--- config.mk ---
export PLATFORM = sky130hd
export DESIGN_NAME = acl_paddle_ctrl
export DESIGN_NICKNAME = d
export VERILOG_FILES = /design/src/rtl/acl_paddle_ctrl.sv
export SDC_FILE = /design/constraint.sdc
export NUM_CORES = 1
export LEC_CHECK = 0
export ABC_AREA = 1
export BUFFER_PORTS_ARGS = -buffer_cell sky130_fd_sc_hd__buf_2
export CORE_ASPECT_RATIO = 1.2
export CORE_UTILIZATION = 35
export DETAILED_ROUTE_END_ITERATION = 8
export GPL_ROUTABILITY_DRIVEN = 0
export SYNTH_ARGS = -nofsm -noshare
export SYNTH_HDL_FRONTEND = slang
export SYNTH_SLANG_ARGS = --single-unit
--- constraint.sdc ---
create_clock -name clk -period 2.6 [get_ports clk]
set_input_delay 0.52 -clock clk [delete_from_list [all_inputs] [get_ports clk]]
set_output_delay 0.52 -clock clk [all_outputs]
set_load 0.05 [all_outputs]
--- src/rtl/acl_paddle_ctrl.sv ---
// ============================================================================
// Module   : acl_paddle_ctrl
// Function : Tilt-to-paddle controller. Moving-average filter, dead zone,
//            saturated velocity and clamped per-frame position integration.
// Options  : define ACL_CAL_EN to subtract the first full average as a
//            zero-tilt offset.
// Revision : 1.0 - initial release
// ============================================================================
`default_nettype none

module acl_paddle_ctrl #(
    parameter int AVG_LOG2  = 2,
    parameter int DEADZONE  = 16,
    parameter int VEL_SHIFT = 4,
    parameter int MAX_STEP  = 8,
    parameter int Y_MIN     = 0,
    parameter int Y_MAX     = 400
) (
    input  logic              clk,
    input  logic              rst,
    input  logic signed [9:0] sample_in,
    input  logic              sample_valid,
    input  logic              frame_tick,
    input  logic              frz,
    output logic signed [9:0] tilt_avg,
    output logic        [9:0] paddle_y,
    output logic              paddle_upd,
    output logic              cal_done
);

    localparam int DEPTH = 1 << AVG_LOG2;
    localparam int SUM_W = 10 + AVG_LOG2;
    localparam int PTR_W = (AVG_LOG2 > 0) ? AVG_LOG2 : 1;
    localparam int CNT_W = AVG_LOG2 + 1;

    localparam logic        [9:0]  Y_HOME   = 10'((Y_MIN + Y_MAX) / 2);
    localparam logic        [9:0]  Y_LO     = 10'(Y_MIN);
    localparam logic        [9:0]  Y_HI     = 10'(Y_MAX);
    localparam logic signed [11:0] Y_LO_S   = 12'(Y_MIN);
    localparam logic signed [11:0] Y_HI_S   = 12'(Y_MAX);
    localparam logic signed [11:0] V_MAX    = 12'(MAX_STEP);
    localparam logic signed [11:0] V_MIN    = 12'(-MAX_STEP);
    localparam logic signed [10:0] DZ       = 11'(DEADZONE);
    localparam logic signed [10:0] SAT_HI   = 11'sd511;
    localparam logic signed [10:0] SAT_LO   = -11'sd512;

    typedef enum logic [1:0] {
        S_FILL  = 2'd0,
        S_RUN   = 2'd1,
        S_CALC  = 2'd2,
        S_APPLY = 2'd3
    } state_t;

    state_t                   state;
    logic signed [9:0]        ring [DEPTH];
    logic        [PTR_W-1:0]  wp;
    logic        [CNT_W-1:0]  fill_cnt;
    logic signed [SUM_W-1:0]  sum;
    logic signed [SUM_W-1:0]  sum_nxt;
    logic signed [9:0]        avg_cur;
    logic signed [9:0]        offset;
    logic signed [10:0]       corr;
    logic signed [9:0]        corr_sat;
    logic                     fill_done;

    logic signed [10:0]       tilt_ext;
    logic signed [10:0]       tilt_abs;
    logic signed [9:0]        tilt_shr;
    logic signed [11:0]       shr_ext;
    logic signed [11:0]       vel_calc;
    logic signed [11:0]       vel;
    logic signed [11:0]       pos_sum;
    logic        [9:0]        pos_clamped;

    // ------------------------------------------------------------------
    // Moving-average filter
    // ------------------------------------------------------------------
    always_comb begin
        sum_nxt   = sum - SUM_W'(ring[wp]) + SUM_W'(sample_in);
        avg_cur   = 10'(sum >>> AVG_LOG2);
        fill_done = (state == S_FILL) && sample_valid &&
                    (fill_cnt == CNT_W'(DEPTH - 1));
    end

    always_ff @(posedge clk or negedge rst) begin
        if (!rst) begin
            for (int i = 0; i < DEPTH; i++) begin
                ring[i] <= '0;
            end
            sum      <= '0;
            wp       <= '0;
            tilt_avg <= '0;
        end else begin
            if (sample_valid) begin
                ring[wp] <= sample_in;
                sum      <= sum_nxt;
                wp       <= (wp == PTR_W'(DEPTH - 1)) ? '0 : wp + PTR_W'(1);
            end
            tilt_avg <= corr_sat;
        end
    end

`ifdef ACL_CAL_EN
    // Offset is the average including the sample that completes the fill.
    always_ff @(posedge clk or negedge rst) begin
        if (!rst) begin
            offset <= '0;
        end else if (fill_done) begin
            offset <= 10'(sum_nxt >>> AVG_LOG2);
        end
    end
`else
    assign offset = '0;
`endif

    always_comb begin
        corr = 11'(avg_cur) - 11'(offset);
        if (corr > SAT_HI) begin
            corr_sat = 10'sd511;
        end else if (corr < SAT_LO) begin
            corr_sat = -10'sd512;
        end else begin
            corr_sat = corr[9:0];
        end
    end

    // ------------------------------------------------------------------
    // Velocity and position arithmetic
    // ------------------------------------------------------------------
    always_comb begin
        tilt_ext = 11'(tilt_avg);
        tilt_abs = tilt_ext[10] ? -tilt_ext : tilt_ext;
        tilt_shr = tilt_avg >>> VEL_SHIFT;
        shr_ext  = 12'(tilt_shr);
        if (tilt_abs <= DZ) begin
            vel_calc = '0;
        end else if (shr_ext > V_MAX) begin
            vel_calc = V_MAX;
        end else if (shr_ext < V_MIN) begin
            vel_calc = V_MIN;
        end else begin
            vel_calc = shr_ext;
        end
    end

    // Widened to 12 bits so an upward step from row 0 cannot wrap.
    always_comb begin
        pos_sum = $signed({2'b00, paddle_y}) + vel;
        if (pos_sum < Y_LO_S) begin
            pos_clamped = Y_LO;
        end else if (pos_sum > Y_HI_S) begin
            pos_clamped = Y_HI;
        end else begin
            pos_clamped = pos_sum[9:0];
        end
    end

    // ------------------------------------------------------------------
    // Control FSM
    // ------------------------------------------------------------------
    always_ff @(posedge clk or negedge rst) begin
        if (!rst) begin
            state      <= S_FILL;
            fill_cnt   <= '0;
            cal_done   <= 1'b0;
            vel        <= '0;
            paddle_y   <= Y_HOME;
            paddle_upd <= 1'b0;
        end else begin
            paddle_upd <= 1'b0;
            case (state)
                S_FILL: begin
                    if (sample_valid) begin
                        fill_cnt <= fill_cnt + CNT_W'(1);
                    end
                    if (fill_done) begin
                        state    <= S_RUN;
                        cal_done <= 1'b1;
                    end
                end
                S_RUN: begin
                    if (frame_tick) begin
                        state <= S_CALC;
                    end
                end
                S_CALC: begin
                    vel   <= vel_calc;
                    state <= S_APPLY;
                end
                S_APPLY: begin
                    if (!frz) begin
                        paddle_y <= pos_clamped;
                    end
                    paddle_upd <= 1'b1;
                    state      <= S_RUN;
                end
                default: begin
                    state <= S_FILL;
                end
            endcase
        end
    end

endmodule

`default_nettype wire

==> flow_metrics.env <==
export IMPL_status="finished, violations left"
export IMPL_failed_checks="negative setup slack"
export IMPL_numCtsBuffers=9
export IMPL_clock_latency_ns=0.35
export IMPL_viasPerCell=4.61
export IMPL_synth_area_leader_cell="dfrtp_1"
export IMPL_synth_adder_area_share_pct=13.0
export IMPL_multi_input_area_um2=2950
export IMPL_synth_top_family_by_area="simple AND/OR/NAND/NOR gates"
export IMPL_vias=4415
export IMPL_drive_gt1_share_pct=23.0
export IMPL_synth_most_common_cell="nand2_1"
export IMPL_cts_hold_buf=0
export IMPL_core_rowCount=49
export IMPL_io_buffer_count=36
export IMPL_ctsHtreeMaxLevel=3
export IMPL_slowest_stage="fa_1"
export IMPL_fp_coreArea_um2=15000
export IMPL_cts_root_buf="clkbuf_16"
export IMPL_yosys_area_share_simple_pct=22.1
export IMPL_timing_final_ws_setup_ns=-0.134
export IMPL_maxSlewHeadroom_pct=55.3
export IMPL_startpoint_type="register"
export IMPL_area_growth_pct=23.9
export IMPL_dr_pass1_iters=4
export IMPL_synth_edf_count=0
export IMPL_n_fill_cell=1556
export IMPL_tightest_slew_ns=0.669
export IMPL_max_cap_viol_count=0
export IMPL_rr_worst_depth=16
export IMPL_syn_area_per_cell_um2=7.80
export IMPL_synth_ff_type="dfrtp_1"
export IMPL_cp_max_fo=6
export IMPL_clk_pin_slew_ns=0.07
export IMPL_synth_top_area_share_pct=39.4
export IMPL_die_area_um2=15700
export IMPL_r2r_start="wp[0]"
export IMPL_crit_path_end_kind="register"
export IMPL_seqCellArea_um2=2180
export IMPL_insertedDiodeCount=0
export IMPL_synth_compound_area_share_pct=12.2
export IMPL_synth_cells=683
export IMPL_crit_end="sum[9]"
export IMPL_yosys_warnings=0
export IMPL_numClockSinks=87
export IMPL_grt_pass1_wl_mm=20.4
export IMPL_r2r_end="sum[9]"
export IMPL_grt_use_total_pct=16.8
export IMPL_ant_nets=0
export IMPL_synthTopCellsByArea="dfrtp_1 39%, nand2_1 12%, ha_1 8.5%, o21ai_0 7.5%, inv_1 6.9%"
export IMPL_drt_wirelength_per_cell_um=12.5
export IMPL_grt_ovfl_total=0
export IMPL_detailed_place_hpwl_mm=8.97
export IMPL_synthXorXnorAreaFrac_pct=2.30
export IMPL_crit_type="register to register"
export IMPL_io_pins=37
export IMPL_fp_dieW_um=115
export IMPL_period_share_pct=105
export IMPL_synth_seq_area_share_pct=40.9
export IMPL_rsz0062_at_grt="true"
export IMPL_setup_tns_ns=-0.581
export IMPL_initial_utilization_pct=35.6
export IMPL_ys_top_cells_by_count="173 x nand2_1, 98 x inv_1, 84 x dfrtp_1"
export IMPL_synthMuxAreaShare_pct=0.211
export IMPL_ys_async_sr_fraction_pct=100
export IMPL_syn_cell_area_um2=5330
export IMPL_nets=811
export IMPL_slew_viol_final=0
export IMPL_drt_iter0_markers=218
export IMPL_r2r_slack_ns=-0.13
export IMPL_min_path_type="input port to asynchronous set/reset pin"
export IMPL_utilization_pct=44.1
export IMPL_remaining_drc_errors=0
export IMPL_antenna_found_initial=0
export IMPL_crit_chain="inv_2, buf_6, nor2_1, o22ai_2, fa_1, inv_1, ha_1, nand3_2, nand2_2, inv_2, o21a_1, o21ai_2, a21o_1, nand2_1, nand3_1, nand2_1"
export IMPL_cp_depth=16
export IMPL_yosys_register_bits=87
export IMPL_crit_start="wp[0]"
export IMPL_clockBufferDepth=2
export IMPL_cp_top_family="adder cells"
export IMPL_cts_tree="yes"
export IMPL_crit_path_max_incr_delay_ns=0.54
export IMPL_worstPathRequired_ns=2.85
export IMPL_period_needed_ns=2.73
export IMPL_setup_viol=7
export IMPL_finalWirelength_mm=11.9
export IMPL_clock_skew_ns=0.00713
export IMPL_grt_pass1_vias=4304
export IMPL_grt_max_degree=51
export IMPL_synth_fp_nets=746
export IMPL_fmax_mhz=366
export IMPL_crit_arrival_ns=2.98
export IMPL_crit_buf_inv=4
export IMPL_die_h_um=137
export IMPL_yosys_cell_types_count=37
export IMPL_finalHoldViolCount=0
-- flip-flops by register name, indices dropped and copies added (netlist names) --
name,count
sum,12
vel,6
state,2
cal_done,1
paddle_y,10
fill_cnt,3
paddle_upd,1
tilt_avg,10
wp,2
ring,40
-- timing repair --
action	in CTS	in global routing
setup buffers	2	1
endpoints found under the setup margin	7	8
pin swaps	15	19
cloned	2	0
resized for setup	52	24
-- routing by layer --
layer | part of all wire (%) | up-vias | global-route usage (%)
li1 | - | 2303 | -
met1 | 44 | 2061 | 19.3
met2 | 52 | 41 | 30.8
met3 | 2.6 | 10 | 4.12
met4 | 1.0 | 0 | 4.33
met5 | 0 | - | 0
-- per-stage QoR --
step / area, um^2 / hold slack (ns) / std cells / setup slack (ns)
floorplan: 5390 / 0.224 / 683 / -0.0615
global placement: 6030 / 0.358 / 937 / -0.210
detailed placement: 6030 / 0.376 / 937 / -0.250
CTS: 6540 / 0.138 / 957 / -0.105
global route: 6600 / 0.169 / 957 / -0.301
finish: 6600 / 0.132 / 957 / -0.134
-- final cells by class --
cell class,count,share of cell area [%]
multi-input combinational,466,44.6
sequential,87,33.1
timing repair buffer,81,8.38
inverter,103,5.90
tap,204,3.87
clock buffer,10,3.47
clock inverter,6,0.682
-- kinds of logic after synthesis --
| kind of cell | after synthesis |
|---|---|
| DFF | 87 |
| xor gates and xnor gates | 14 |
| adders and majority gates | 48 |
| and+or+nand+nor | 280 |
| AOI/OAI and AO/OA | 123 |
| buffers and inverters | 130 |
| muxes | 1 |
-- worst min path at each step --
stage | end | slack (ns) | cells past startpoint
6_report | sum[5] | 0.13 | 1
5_1_grt | sum[4] | 0.17 | 1
4_1_cts | sum[4] | 0.14 | 1
3_5_place_dp | tilt_avg[1] | 0.38 | 0
3_3_place_gp | tilt_avg[8] | 0.36 | 0
2_1_floorplan | cal_done | 0.22 | 0
-- placed cells by master (no fill, tap or decap), drive strengths merged, types with 2 or more instances in the layout --
cell	Yosys	final
a21o	2	2
a21oi	20	20
buf	1	81
clkbuf	26	10
clkinv	2	3
clkinvlp	0	3
dfrtp	84	84
dfstp	3	3
fa	12	12
ha	36	36
inv	101	103
nand2	176	176
nand3	34	34
nand3b	4	4
nand4	4	4
nor2	51	51
nor3	4	4
o21ai	86	86
o22ai	11	11
or2	5	5
xnor2	6	6
xor2	8	8
Power is not shown: default switching activity piles up to over one toggle a cycle in this logic, so the estimate is an artifact.
